## src/rtl/rvfi_check_pkg.sv

```systemverilog
// rtl/rvfi_check_pkg.sv - shared types and helpers for the RVFI reorder checkers
package rvfi_check_pkg;

    localparam int XLEN_DEF    = 32;
    localparam int ORDER_W_DEF = 8;

    typedef struct packed {
        logic                vld;
        logic [XLEN_DEF-1:0] pre_pc;
        logic [XLEN_DEF-1:0] post_pc;
    } slot_t;

    // Forward distance from b to a on a w-bit modular order counter.
    function automatic logic [31:0] order_dist(input logic [31:0] a, input logic [31:0] b,
                                               input int unsigned w);
        logic [31:0] mask;
        mask = (w >= 32) ? 32'hFFFF_FFFF : ((32'd1 << w) - 32'd1);
        return (a - b) & mask;
    endfunction

endpackage

```

## src/rtl/rvfi_order_window.sv

```systemverilog
// rtl/rvfi_order_window.sv - reorder slot array with NRET write ports and in-order read window
module rvfi_order_window
    import rvfi_check_pkg::*;
#(
    parameter int NRET  = 1,
    parameter int XLEN  = XLEN_DEF,
    parameter int DEPTH = 4,
    localparam int IDX_W = $clog2(DEPTH)
) (
    input  logic                       clk,
    input  logic                       resetn,
    input  logic [NRET-1:0]            wr_en,
    input  logic [NRET-1:0][IDX_W-1:0] wr_idx,
    input  logic [NRET-1:0][XLEN-1:0]  wr_pre_pc,
    input  logic [NRET-1:0][XLEN-1:0]  wr_post_pc,
    input  logic [DEPTH-1:0]           drain_clr,
    input  logic [IDX_W-1:0]           rd_base,
    output logic [DEPTH-1:0]           slot_vld,
    output logic [NRET-1:0]            rd_vld,
    output logic [NRET-1:0][XLEN-1:0]  rd_pre_pc,
    output logic [NRET-1:0][XLEN-1:0]  rd_post_pc
);

    slot_t slot_q [DEPTH];
    slot_t slot_d [DEPTH];

    // Clears are applied before writes so a slot freed this cycle can be refilled.
    always_comb begin
        for (int d = 0; d < DEPTH; d++) begin
            slot_d[d] = slot_q[d];
            if (drain_clr[d]) begin
                slot_d[d].vld = 1'b0;
            end
        end
        for (int c = 0; c < NRET; c++) begin
            if (wr_en[c]) begin
                slot_d[wr_idx[c]] = '{vld:     1'b1,
                                      pre_pc:  XLEN_DEF'(wr_pre_pc[c]),
                                      post_pc: XLEN_DEF'(wr_post_pc[c])};
            end
        end
    end

    always_comb begin
        logic [IDX_W-1:0] ri;
        ri = '0;
        for (int d = 0; d < DEPTH; d++) begin
            slot_vld[d] = slot_q[d].vld;
        end
        for (int c = 0; c < NRET; c++) begin
            ri            = rd_base + IDX_W'(c);
            rd_vld[c]     = slot_q[ri].vld;
            rd_pre_pc[c]  = XLEN'(slot_q[ri].pre_pc);
            rd_post_pc[c] = XLEN'(slot_q[ri].post_pc);
        end
    end

    always_ff @(posedge clk or negedge resetn) begin
        if (!resetn) begin
            for (int d = 0; d < DEPTH; d++) begin
                slot_q[d] <= '0;
            end
        end else begin
            for (int d = 0; d < DEPTH; d++) begin
                slot_q[d] <= slot_d[d];
            end
        end
    end

endmodule

```

## src/rtl/rvfi_pc_reorder_check.sv

```systemverilog
// rtl/rvfi_pc_reorder_check.sv - PC continuity checker tolerant of out-of-order RVFI retirement
module rvfi_pc_reorder_check
    import rvfi_check_pkg::*;
#(
    parameter int NRET    = 1,
    parameter int XLEN    = XLEN_DEF,
    parameter int ORDER_W = ORDER_W_DEF,
    parameter int DEPTH   = 4,
    parameter int IALIGN  = 4
) (
    input  logic                         clk,
    input  logic                         resetn,
    input  logic [NRET-1:0]              rvfi_valid,
    input  logic [NRET*ORDER_W-1:0]      rvfi_order,
    input  logic [NRET*XLEN-1:0]         rvfi_pre_pc,
    input  logic [NRET*XLEN-1:0]         rvfi_post_pc,
    input  logic [NRET-1:0]              rvfi_trap,
    output logic                         err_pc,
    output logic                         err_order,
    output logic                         err_dup,
    output logic                         err_align,
    output logic [ORDER_W-1:0]           err_at,
    output logic [$clog2(DEPTH+1)-1:0]   pending
);

    localparam int IDX_W = $clog2(DEPTH);
    localparam int CNT_W = $clog2(DEPTH+1);

    logic [ORDER_W-1:0] next_order_q, next_order_d;
    logic [XLEN-1:0]    pc_shadow_q, pc_shadow_d;
    logic               pc_written_q, pc_written_d;
    logic               err_pc_q, err_pc_d;
    logic               err_order_q, err_order_d;
    logic               err_dup_q, err_dup_d;
    logic               err_align_q, err_align_d;
    logic [ORDER_W-1:0] err_at_q, err_at_d;
    logic [CNT_W-1:0]   pending_q, pending_d;

    logic [NRET-1:0]            wr_en;
    logic [NRET-1:0][IDX_W-1:0] wr_idx;
    logic [NRET-1:0][XLEN-1:0]  wr_pre_pc, wr_post_pc;
    logic [DEPTH-1:0]           drain_clr;
    logic [DEPTH-1:0]           slot_vld;
    logic [NRET-1:0]            rd_vld;
    logic [NRET-1:0][XLEN-1:0]  rd_pre_pc, rd_post_pc;

    logic [NRET-1:0]    ev_order, ev_dup, ev_align;
    logic               ev_pc;
    logic [ORDER_W-1:0] ev_pc_order;
    logic [CNT_W-1:0]   n_wr, n_drain;

    rvfi_order_window #(
        .NRET  (NRET),
        .XLEN  (XLEN),
        .DEPTH (DEPTH)
    ) u_window (
        .clk        (clk),
        .resetn     (resetn),
        .wr_en      (wr_en),
        .wr_idx     (wr_idx),
        .wr_pre_pc  (wr_pre_pc),
        .wr_post_pc (wr_post_pc),
        .drain_clr  (drain_clr),
        .rd_base    (next_order_q[IDX_W-1:0]),
        .slot_vld   (slot_vld),
        .rd_vld     (rd_vld),
        .rd_pre_pc  (rd_pre_pc),
        .rd_post_pc (rd_post_pc)
    );

    always_comb begin
        logic [ORDER_W-1:0] ord_c;
        logic [XLEN-1:0]    post_c;
        logic               dup;
        wr_en      = '0;
        wr_idx     = '0;
        wr_pre_pc  = '0;
        wr_post_pc = '0;
        ev_order   = '0;
        ev_dup     = '0;
        ev_align   = '0;
        n_wr       = '0;
        ord_c      = '0;
        post_c     = '0;
        dup        = 1'b0;
        for (int c = 0; c < NRET; c++) begin
            ord_c         = rvfi_order[c*ORDER_W +: ORDER_W];
            post_c        = rvfi_post_pc[c*XLEN +: XLEN];
            wr_idx[c]     = ord_c[IDX_W-1:0];
            wr_pre_pc[c]  = rvfi_pre_pc[c*XLEN +: XLEN];
            wr_post_pc[c] = post_c;
            if (rvfi_valid[c]) begin
                if (order_dist(32'(ord_c), 32'(next_order_q), ORDER_W) >= 32'(DEPTH)) begin
                    ev_order[c] = 1'b1;
                end else begin
                    dup = slot_vld[wr_idx[c]];
                    for (int j = 0; j < c; j++) begin
                        if (rvfi_valid[j] && (rvfi_order[j*ORDER_W +: ORDER_W] == ord_c)) begin
                            dup = 1'b1;
                        end
                    end
                    if (dup) begin
                        ev_dup[c] = 1'b1;
                    end else begin
                        wr_en[c] = 1'b1;
                        n_wr     = n_wr + CNT_W'(1);
                        if (!rvfi_trap[c] &&
                            ((IALIGN == 2) ? post_c[0] : (post_c[0] | post_c[1]))) begin
                            ev_align[c] = 1'b1;
                        end
                    end
                end
            end
        end
    end

    // Drain walks the window in order; each entry sees the previous entry's post_pc.
    always_comb begin
        logic active;
        next_order_d = next_order_q;
        pc_shadow_d  = pc_shadow_q;
        pc_written_d = pc_written_q;
        drain_clr    = '0;
        ev_pc        = 1'b0;
        ev_pc_order  = '0;
        n_drain      = '0;
        active       = 1'b1;
        for (int k = 0; k < NRET; k++) begin
            if (active && rd_vld[k]) begin
                if (pc_written_d && (pc_shadow_d != rd_pre_pc[k])) begin
                    if (!ev_pc) begin
                        ev_pc_order = next_order_d;
                    end
                    ev_pc = 1'b1;
                end
                pc_shadow_d  = rd_post_pc[k];
                pc_written_d = 1'b1;
                drain_clr[next_order_d[IDX_W-1:0]] = 1'b1;
                next_order_d = next_order_d + ORDER_W'(1);
                n_drain      = n_drain + CNT_W'(1);
            end else begin
                active = 1'b0;
            end
        end
    end

    always_comb begin
        logic               ev_any;
        logic [ORDER_W-1:0] ev_at;
        ev_any = ev_pc;
        ev_at  = ev_pc_order;
        for (int c = NRET-1; c >= 0; c--) begin
            if (ev_order[c] || ev_dup[c] || ev_align[c]) begin
                ev_any = 1'b1;
                ev_at  = rvfi_order[c*ORDER_W +: ORDER_W];
            end
        end
        err_pc_d    = err_pc_q | ev_pc;
        err_order_d = err_order_q | (|ev_order);
        err_dup_d   = err_dup_q | (|ev_dup);
        err_align_d = err_align_q | (|ev_align);
        err_at_d    = err_at_q;
        if (!(err_pc_q || err_order_q || err_dup_q || err_align_q) && ev_any) begin
            err_at_d = ev_at;
        end
        pending_d = pending_q + n_wr - n_drain;
    end

    always_ff @(posedge clk or negedge resetn) begin
        if (!resetn) begin
            next_order_q <= '0;
            pc_shadow_q  <= '0;
            pc_written_q <= 1'b0;
            err_pc_q     <= 1'b0;
            err_order_q  <= 1'b0;
            err_dup_q    <= 1'b0;
            err_align_q  <= 1'b0;
            err_at_q     <= '0;
            pending_q    <= '0;
        end else begin
            next_order_q <= next_order_d;
            pc_shadow_q  <= pc_shadow_d;
            pc_written_q <= pc_written_d;
            err_pc_q     <= err_pc_d;
            err_order_q  <= err_order_d;
            err_dup_q    <= err_dup_d;
            err_align_q  <= err_align_d;
            err_at_q     <= err_at_d;
            pending_q    <= pending_d;
        end
    end

    assign err_pc    = err_pc_q;
    assign err_order = err_order_q;
    assign err_dup   = err_dup_q;
    assign err_align = err_align_q;
    assign err_at    = err_at_q;
    assign pending   = pending_q;

`ifdef FORMAL
    always_comb begin
        if (resetn) begin
            assert (!err_pc && !err_order && !err_dup && !err_align);
        end
    end
`endif

endmodule

```

## config.mk

```make
export PLATFORM = sky130hd
export DESIGN_NAME = rvfi_pc_reorder_check
export DESIGN_NICKNAME = d
export VERILOG_FILES = /design/src/rtl/rvfi_check_pkg.sv /design/src/rtl/rvfi_order_window.sv /design/src/rtl/rvfi_pc_reorder_check.sv
export SDC_FILE = /design/constraint.sdc
export NUM_CORES = 1
export LEC_CHECK = 0
export ABC_AREA = 1
export ABC_CLOCK_PERIOD_IN_PS = 5150
export CAP_MARGIN = 40
export CORE_MARGIN = 1.5
export CORE_UTILIZATION = 60
export DETAILED_ROUTE_END_ITERATION = 8
export PLACE_DENSITY = 0.92
export SLEW_MARGIN = 10
export SYNTH_ARGS = -nofsm -noshare
export SYNTH_HDL_FRONTEND = slang
export SYNTH_SLANG_ARGS = --single-unit
```

## constraint.sdc

```tcl
create_clock -name clk -period 5.15 [get_ports clk]
set_clock_uncertainty 0.2 [all_clocks]
set_input_delay 0.515 -clock clk [delete_from_list [all_inputs] [get_ports clk]]
set_output_delay 0.515 -clock clk [all_outputs]
set_load 0.01 [all_outputs]
```

### Word-level counts from Yosys, hierarchy flattened

Index checks and enable logic that the tools add are counted.

| operators by class | value |
|---|---|
| add/sub/neg operators | 4 |
| order comparisons | 7 |
| eq/ne operators | 1 |
| multiplexer cells | 38 |
| bitwise operators | 7 |
| reductions and logical operators | 12 |

Operators by type and width:

| kind | count |
|---|---|
| bitwise mux 260 bit | 1 |
| 2-to-1 mux 260 bit | 1 |
| 2-to-1 mux 65 bit | 3 |
| binary-select mux 65 bit (select 2 bit) | 1 |
| demux 65 bit (select 2 bit) | 1 |
| inequality test 32 bit | 1 |
| 2-to-1 mux 1 bit | 24 |
| 2-to-1 mux 8 bit | 3 |
| adder 8 x 1 -> 8 bit, second input constant | 1 |
| >= comparator 8 x 3 -> 1 bit, second input constant | 1 |
| subtractor 8 bit | 1 |
| >= comparator 3 bit, second input constant | 2 |
| < comparator 2 x 3 -> 1 bit, second input constant | 2 |
| NOT 2 -> 3 bit | 2 |
| logical AND 1 bit | 5 |
| logical OR 1 bit | 5 |
| bitwise OR 1 bit | 5 |
| 2-to-1 mux 4 bit | 1 |
| adder 3 bit | 1 |
| < comparator 3 x 1 -> 1 bit, second input constant | 1 |
| 2-to-1 mux 3 bit | 1 |
| subtractor 3 bit | 1 |
| binary-select mux 1 bit (select 2 bit) | 1 |
| demux 1 bit (select 2 bit) | 1 |
| other kinds (2) | 3 |

| storage, ports and cells | value |
|---|---|
| bits in registers | 316 |
| input port bits | 76 |
| output and inout bits | 15 |
| logic and storage cells | 90 |

### Longest topological paths before layout

Gate-level depths: netlist (run 1).

| logic depth | value |
|---|---|
| depth after elaboration | 10 |
| gate-level depth with buffers | 22 |
| depth with buffers taken out | 20 |

### Hierarchy

Synthesis (run 1) repeated with hierarchy kept, for this count alone.

| second synthesis, totals | value |
|---|---|
| cell total of the unflattened synthesis | 2331 |
| area, all modules | 16754.8 µm² |

By module, submodules not included:

| module | times used | cells an instance | area each (µm²) | seq. area each (µm²) |
|---|---|---|---|---|
| rvfi_order_window | 1 | 1895 | 13447.9 | 6506.2 |
| rvfi_pc_reorder_check | 1 | 436 | 3306.9 | 1401.3 |

### Least setup slack after synthesis (run 1)

Ideal clock, no wire load.

| path | value |
|---|---|
| kind | flip-flop to flip-flop |
| start point | register next_order_q[1] |
| end point | register pending_q[2], in the netlist pending[2] |
| setup time | 0.079 ns |
| arrival | 3.364 ns |
| data required time | 4.871 ns |
| setup slack | 1.506 ns |
| cell stages (with the launch flop) | 21 |
| path buffers | 4 |
| period minus slack after synthesis | 3.644 ns |
| cells stage by stage | dfrtp_1 > buf_2 > inv_2 > buf_2 > buf_4 > clkbuf_1 > ha_1 > nand2_1 > nand2_1 > nand3_1 > nand2_1 > nand2_1 > nand2_1 > nor2_2 > nand3_2 > ha_1 > inv_1 > ha_1 > fa_1 > xnor2_1 > xor2_1 |

| between the ends | value |
|---|---|
| longest elaborated chain between the ends | 6 |
| elaborated cells on any way between the ends | 11 |
| classes of those cells | add/sub: 3; order compare: 1; mux: 6; bitwise: 1 |

Ends and longest elaborated chain:

| element | RTL line | source |
|---|---|---|
| start, declared | rvfi_pc_reorder_check.sv:29 | `logic [ORDER_W-1:0] next_order_q, next_order_d;` |
| start signal, assigned | rvfi_pc_reorder_check.sv:181 | `next_order_q <= next_order_d;` |
| subtractor 8 bit / NOT 2 -> 3 bit (equally long branches) | rvfi_check_pkg.sv:18, rvfi_order_window.sv:52 |  |
| >= comparator 8 x 3 -> 1 bit / binary-select mux 65 bit (select 2 bit) (equally long branches) | rvfi_pc_reorder_check.sv:93, rvfi_order_window.sv:52 |  |
| 2-to-1 mux 1 bit / 2-to-1 mux 65 bit (equally long branches) | rvfi_pc_reorder_check.sv:93, rvfi_order_window.sv:52 |  |
| 2-to-1 mux 3 bit / 2-to-1 mux 65 bit (equally long branches) | rvfi_pc_reorder_check.sv:92, rvfi_order_window.sv:52 |  |
| adder 3 bit / 2-to-1 mux 1 bit (equally long branches) | rvfi_pc_reorder_check.sv:166, rvfi_pc_reorder_check.sv:129 |  |
| subtractor 3 bit (*) | rvfi_pc_reorder_check.sv:166 | `pending_d = pending_q + n_wr - n_drain;` |
| net pending_d[2] | rvfi_pc_reorder_check.sv:37 | `logic [CNT_W-1:0] pending_q, pending_d;` |
| end signal, assigned | rvfi_pc_reorder_check.sv:189 | `pending_q <= pending_d;` |
| end, declared | rvfi_pc_reorder_check.sv:37 |  |

Mark *: on every way through the listed nets, which the timed path passes. The rest lies on a longest branch. The select of a mux whose other input is x is not followed.
A chain may end at the register's enable or synchronous reset.

### Worst setup path in the final report (run 1)

| path | value |
|---|---|
| start point | input rvfi_order[0] |
| end point | register pending_q[2], in the netlist pending[2] |

| between the ends | value |
|---|---|
| longest elaborated chain between the ends | 7 |
| elaborated cells on any way between the ends | 9 |
| classes of those cells | add/sub: 3; order compare: 1; mux: 5 |

Ends and longest elaborated chain:

| element | RTL line | source |
|---|---|---|
| start, declared | rvfi_pc_reorder_check.sv:14 | `input logic [NRET*ORDER_W-1:0] rvfi_order,` |
| parallel branches: the longest is 3 deep, another holds subtractor 8 bit | -- |  |
| 2-to-1 mux 1 bit (*) | rvfi_pc_reorder_check.sv:93 | `if (order_dist(32'(ord_c), 32'(next_order_q), ORDER_W) >= 32'(DEPTH)) begin` |
| 2-to-1 mux 3 bit (*) | rvfi_pc_reorder_check.sv:92 | `if (rvfi_valid[c]) begin` |
| adder 3 bit (*) | rvfi_pc_reorder_check.sv:166 |  |
| subtractor 3 bit (*) | rvfi_pc_reorder_check.sv:166 |  |
| net pending_d[2] | rvfi_pc_reorder_check.sv:37 |  |

Mark *: on every way through the listed nets, which the timed path passes. The select of a mux whose other input is x is not followed.

==> results of run 1 <==
==> stage by stage <==
stage                     power [mW]  utilization [%]
after floorplan                 5.82                -
after global placement          6.51             65.6
after detailed placement        6.73             65.9
after CTS                       9.30             70.6
after global routing            9.93             70.7
final                           9.39             70.7
==> final timing paths <==
check | from | to | cells past startpoint | slack [ns]
min in group asynchronous | resetn | async pin | 2 | 0.46
max reg2reg | next_order_q[0] | pending[2] | 17 | 1.54
min reg2reg | register | register | 2 | 0.27
max in group asynchronous | resetn | pending[2] | 3 | 3.14
max | rvfi_order[0] | pending[2] | 19 | 1.35
min | register | register | 2 | 0.27
==> tightest hold or removal path: stages (launching register included) <==
cell and delay (ns):
dfrtp_1 0.34, nand2_1 0.05, nand2_1 0.05
==> routing by layer <==
layer	track usage [%]	vias to the layer above	routed length [um]
met5	0	-	0
met4	15.2	0	1540
met3	7.76	163	5220
met2	52.6	937	19800
met1	43.4	6661	16000
li1	-	6294	-
==> cell families (layout without fill, tap and decap cells) <==
group	Yosys count	in the layout	synth area share, %
XOR/XNOR	10	10	0.580
adder cells (fa/ha/maj)	15	15	1.34
AND/OR/NAND/NOR	1261	1261	33.1
buffers and inverters	211	278	6.07
flip-flops	316	316	52.4
AO/OA/AOI/OAI	177	177	6.56
other	0	3	0
==> cell usage in the layout (no fill, tap or decap), drive strengths merged, types with 5 or more instances in the layout <==
| master | instances |
|---|---|
| dfrtp | 316 |
| a21oi | 22 |
| inv | 108 |
| o22ai | 13 |
| nand4 | 8 |
| o21ai | 102 |
| xor2 | 8 |
| nand3 | 116 |
| nor2 | 79 |
| clkbuf | 47 |
| ha | 13 |
| buf | 20 |
| clkinv | 9 |
| a31oi | 19 |
| nand3b | 5 |
| clkdlybuf4s50 | 89 |
| o211ai | 19 |
| nand2 | 1046 |
==> timing repair <==
action | in CTS | in global routing
endpoints found under the hold margin | 105 | 0
hold buffers | 1 | 0
setup endpoints to repair | 0 | 0
==> report_power, final <==
part	leakage (nW)	total, mW	internal [mW]	switching (mW)
registers	4.09	3.66	3.18	0.474
logic	4.43	3.24	1.09	2.15
clock network	0.565	2.49	1.48	1.02
==> final cells by class <==
type	instances	area [um^2]	share of cell area [%]
diodes	3	7.51	0.0433
flip-flops and latches	316	7910	45.6
repair buffers	110	1190	6.84
clock buffers	47	1000	5.79
well taps	324	405	2.34
inverters	106	398	2.29
clock inverters	15	141	0.815
multi-input cells	1463	6280	36.2
==> qor.yml, run 1 <==
logic_synthesis:
  async_flop_share_pct: 100
  syn_area_mm2: 0.0151
  synth.distinct_cells: 36
  syn_nets: 2081
  yosysMostFrequentCell: "nand2_1"
  synth-edff-count: 0
  synth_top_area_share_pct: 52.4
  ys_seq_elements: 316
  yosysWarnings: 0
  ys_seq_area_share_pct: 52.4
  synth_area_leaders: "dfrtp_1 52%, nand2_1 26%, nand3_1 3.8%, inv_1 2.4%, o21ai_0 2.4%"
  syn_avg_cell_area_um2: 7.59
  syn_inst: 1990
  synth_top_cell_by_area: "dfrtp_1"
  ys.flop_type: "dfrtp_1"
  synth_common_cells: "1,042 x nand2_1, 316 x dfrtp_1, 114 x nand3_1, 97 x inv_1, 73 x nor2_1"
die:
  core_mm2: 0.0245
  rows: 57
  fp.dieArea_mm2: 0.0261
  die-width_um: 162
  fp.dieH_um: 162
  ios: 91
  start_util_pct: 61.5
cts:
  postCtsResizedCells: 0
  path_clk_slew_ns: 0.06
  clk_path_buf_depth: 3
  cts_made_buffers: 34
  insertion_delay_ns: 0.52
  cts_setup_buffers: 0
  h-tree-depth: 2
  clockRootBuffer: "clkbuf_16"
  cts_tree: "yes"
  clkSinkCount: 316
setup_path:
  critPathMaxStageDelay_ns: 0.50
  crit_chain: "clkdlybuf4s50_1 > inv_1 > ha_1 > inv_1 > fa_1 > nand2_1 > nand2_1 > nand3b_1 > nand2_1 > nand2_1 > nand2_1 > nor2_2 > nand3_2 > ha_1 > inv_1 > ha_1 > fa_1 > xnor2_1 > xor2_1"
  crit_path_max_fanout: 6
  path_buf_inv: 4
  critPathRequiredTime_ns: 5.36
  crit_family: "adder cells"
  cpMostUsedCell: "nand2_1"
  path_class: "in2reg"
  crit_path_end_kind: "register"
  cp.arrival_ns: 4.02
  start_kind: "input port"
  cp_slowest_cell: "clkdlybuf4s50_1"
sta:
  relSlewSlack_pct: 39.3
  drv_slew: 0
  hold_slack_ns: 0.272
  hold_violations: 0
  period_share_pct: 73.8
  setup_viol: 0
  setup-tns-final_ns: 0
  fmax_mhz: 263
  rsz0062_at_grt: "no"
  period_needed_ns: 3.80
  fin_ws_ns: 1.35
  tightest_slew_ns: 0.911
grt:
  first_global_vias: 14000
  gr-total-overflow: 0
  grtUsageTotal_pct: 33.1
  grt_pass1_wl_um: 69000
  grt_max_degree: 174
  antenna_found_initial: 3
route:
  first_pass_iters: 6
  avgViaCountPerCell: 5.90
  first_iter_violations: 2022
  drcViolationCount: 0
  wire_per_inst_um: 17.8
  ant_nets: 0
  vias: 14100
  totalWireLength_um: 42500
worst_hold_path:
  hp-class: "reg2reg"
layout:
  final_area_mm2: 0.0173
  drive_above_1_share_pct: 5.15
  syn2layout_area_growth_pct: 14.8
  layout.nets: 2122
  layout.cells.non_filler: 2384
  nFillCells: 1714
power_and_ir_drop:
  ir_worst_vdd_v: 0.000412
  p_leak_nw: 9.09
  p_per_area_mw_per_mm2: 542
placement:
  place_ws_ns: 0.920
  port_buffers: 90
  finalWeightedCongestion: 0.817
  dpl_cell_area_mm2: 0.0162
  hpwlAfterDp_um: 24200
  dp.cells: 2318
status:
  status: "finished, final reports clean"
flow_run:
  cap_violations: 0
No activity file was read; power rests on OpenSTA's default activity.
==> inputs of run 2 (changes only) <==
- ABC_CLOCK_PERIOD_IN_PS: 5150 -> 3200
- CORE_UTILIZATION: 60 -> 54
- PLACE_DENSITY: 0.92 -> 0.88
- clock period: 5.15 -> 3.2 ns (I/O delays scaled with it)
==> run 2 against run 1 <==
  * Register-to-register slack lost 1.4 ns
  * Setup slack got worse by 1.2 ns
  * Sequential power up 59%
  * Combinational power increased by 65%
  * Design area is 2.5% higher
  * Clock power increased by 53%
  * Hold slack got worse by 0.083 ns
==> qor.yml, run 2 (same netlist as run 1, synthesis figures left out) <==
layout:
  diodes: 0
  final_area_mm2: 0.0178
  drive_above_1_share_pct: 7.23
  layout.nets: 2156
  syn2layout_area_growth_pct: 17.7
  nFillCells: 2197
  layout_commonest_cell: "nand2_1"
  layout_common_cells: "1,037 x nand2_1, 314 x dfrtp_1, 114 x nand3_1, 94 x inv_1, 89 x clkdlybuf4s50_1"
setup_path:
  cpMostUsedCell: "nand2_1"
  path_class: "reg2reg"
  crit_path_end_kind: "register"
  crit_path_max_fanout: 3
  cp.arrival_ns: 3.33
  start_kind: "register"
  critPathRequiredTime_ns: 3.44
  critPathMaxStageDelay_ns: 0.39
  cp_slowest_cell: "dfrtp_1"
  crit_chain: "inv_2 > ha_1 > or2_1 > nand3_1 > nand2_1 > nand2_1 > nand2_1 > nor2_2 > nand3_2 > ha_1 > inv_1 > ha_2 > fa_2 > xnor2_2 > xor2_1"
cts:
  clkSinkCount: 316
  clk_path_buf_depth: 3
  cts_made_buffers: 31
  h-tree-depth: 1
  clockRootBuffer: "clkbuf_16"
  path_clk_slew_ns: 0.06
  cts_tree: "yes"
  insertion_delay_ns: 0.56
grt:
  first_global_vias: 13600
  grtUsageTotal_pct: 28.6
  antenna_found_initial: 1
  gr-total-overflow: 0
  grt_max_degree: 112
  grt_pass1_wl_um: 66300
sta:
  hold_slack_ns: 0.189
  fin_ws_ns: 0.106
  period_share_pct: 96.7
  relSlewSlack_pct: 38.4
  hold_violations: 0
  rsz0062_at_grt: "yes"
  setup_viol: 0
  tightest_slew_ns: 0.924
  setup-tns-final_ns: 0
  drv_slew: 0
  period_needed_ns: 3.09
  fmax_mhz: 323
die:
  fp.dieH_um: 170
  core_mm2: 0.0276
  die-width_um: 170
  ios: 91
  start_util_pct: 54.6
  rows: 61
  fp.dieArea_mm2: 0.0290
worst_hold_path:
  hp-class: "in2reg"
route:
  vias: 13700
  wire_per_inst_um: 16.6
  totalWireLength_um: 41100
  first_pass_iters: 5
  avgViaCountPerCell: 5.57
  ant_nets: 0
  first_iter_violations: 1456
  drcViolationCount: 0
placement:
  port_buffers: 90
  dpl_cell_area_mm2: 0.0166
  hpwlAfterDp_um: 25000
  place_ws_ns: -0.310
  finalWeightedCongestion: 0.907
power_and_ir_drop:
  ir_worst_vdd_v: 0.000549
  p_per_area_mw_per_mm2: 844
  total_power_mw: 15.0
  p_leak_nw: 9.27
flow_run:
  cap_violations: 0
status:
  status: "finished, final reports clean"
-- run 2: cell count changes in the layout (fill, tap and decap cells not counted), moves of 3 or more --
cell / delta
buf_12: +8
inv_1: -3
buf_4: +26
nand2_2: +3
diode_2: -3
clkbuf_8: +3
nand2_1: -3
clkbuf_16: -4
-- run 2: what timing repair did --
action,in CTS,in global routing
buffers inserted,0,1
endpoints found under the hold margin,102,0
hold buffers,1,0
gates resized for setup,0,13
setup endpoints to repair,0,9
-- run 2: routing by layer --
| metal | vias to the layer above | routed length, um | GRT usage, % |
|---|---|---|---|
| li1 | 6361 | - | - |
| met1 | 6564 | 16200 | 36.9 |
| met2 | 678 | 19900 | 47.9 |
| met3 | 144 | 3500 | 4.30 |
| met4 | 0 | 1480 | 13.0 |
| met5 | - | 0 | 0 |
-- run 2: layout make-up --
type / count / area, um^2 / area share (%)
Timing Repair Buffer: 147 / 1590 / 8.95
Multi-Input combinational cell: 1463 / 6320 / 35.6
Tap cell: 378 / 473 / 2.66
Inverter: 106 / 400 / 2.25
Clock buffer: 42 / 887 / 4.99
Clock inverter: 15 / 186 / 1.05
Sequential cell: 316 / 7910 / 44.5
-- run 2: final timing paths --
check	start	endpoint	slack, ns	cells past startpoint
min	rvfi_post_pc[27]	register	0.19	3
min reg2reg	register	register	0.27	2
max reg2reg	next_order_q[2]	pending[2]	0.11	15
min in group asynchronous	resetn	pending[1]	0.20	2
max	next_order_q[2]	pending[2]	0.11	15
max in group asynchronous	resetn	async pin	1.65	3
-- run 2: power by group --
| group | internal (mW) | leakage [nW] | switching (mW) |
|---|---|---|---|
| registers | 5.12 | 4.09 | 0.692 |
| clock network | 2.26 | 0.526 | 1.56 |
| logic | 1.94 | 4.65 | 3.42 |
| total | 9.33 | 9.27 | 5.67 |
-- run 2: worst max-delay path, delay by kind of cell (launching register included) --
kind	cells	cell delay, ns
fa+ha+maj	4	1.07
xor+xnor	2	0.28
simple gates	7	0.88
flops	1	0.39
buf+inv	2	0.15
-- run 2: stage by stage --
| stage | util (%) | std cells |
|---|---|---|
| 2_1_floorplan | - | 1990 |
| 3_3_place_gp | 60.0 | 2406 |
| 3_5_place_dp | 60.0 | 2406 |
| 4_1_cts | 64.0 | 2464 |
| 5_1_grt | 64.3 | 2467 |
| 6_report | 64.3 | 2467 |
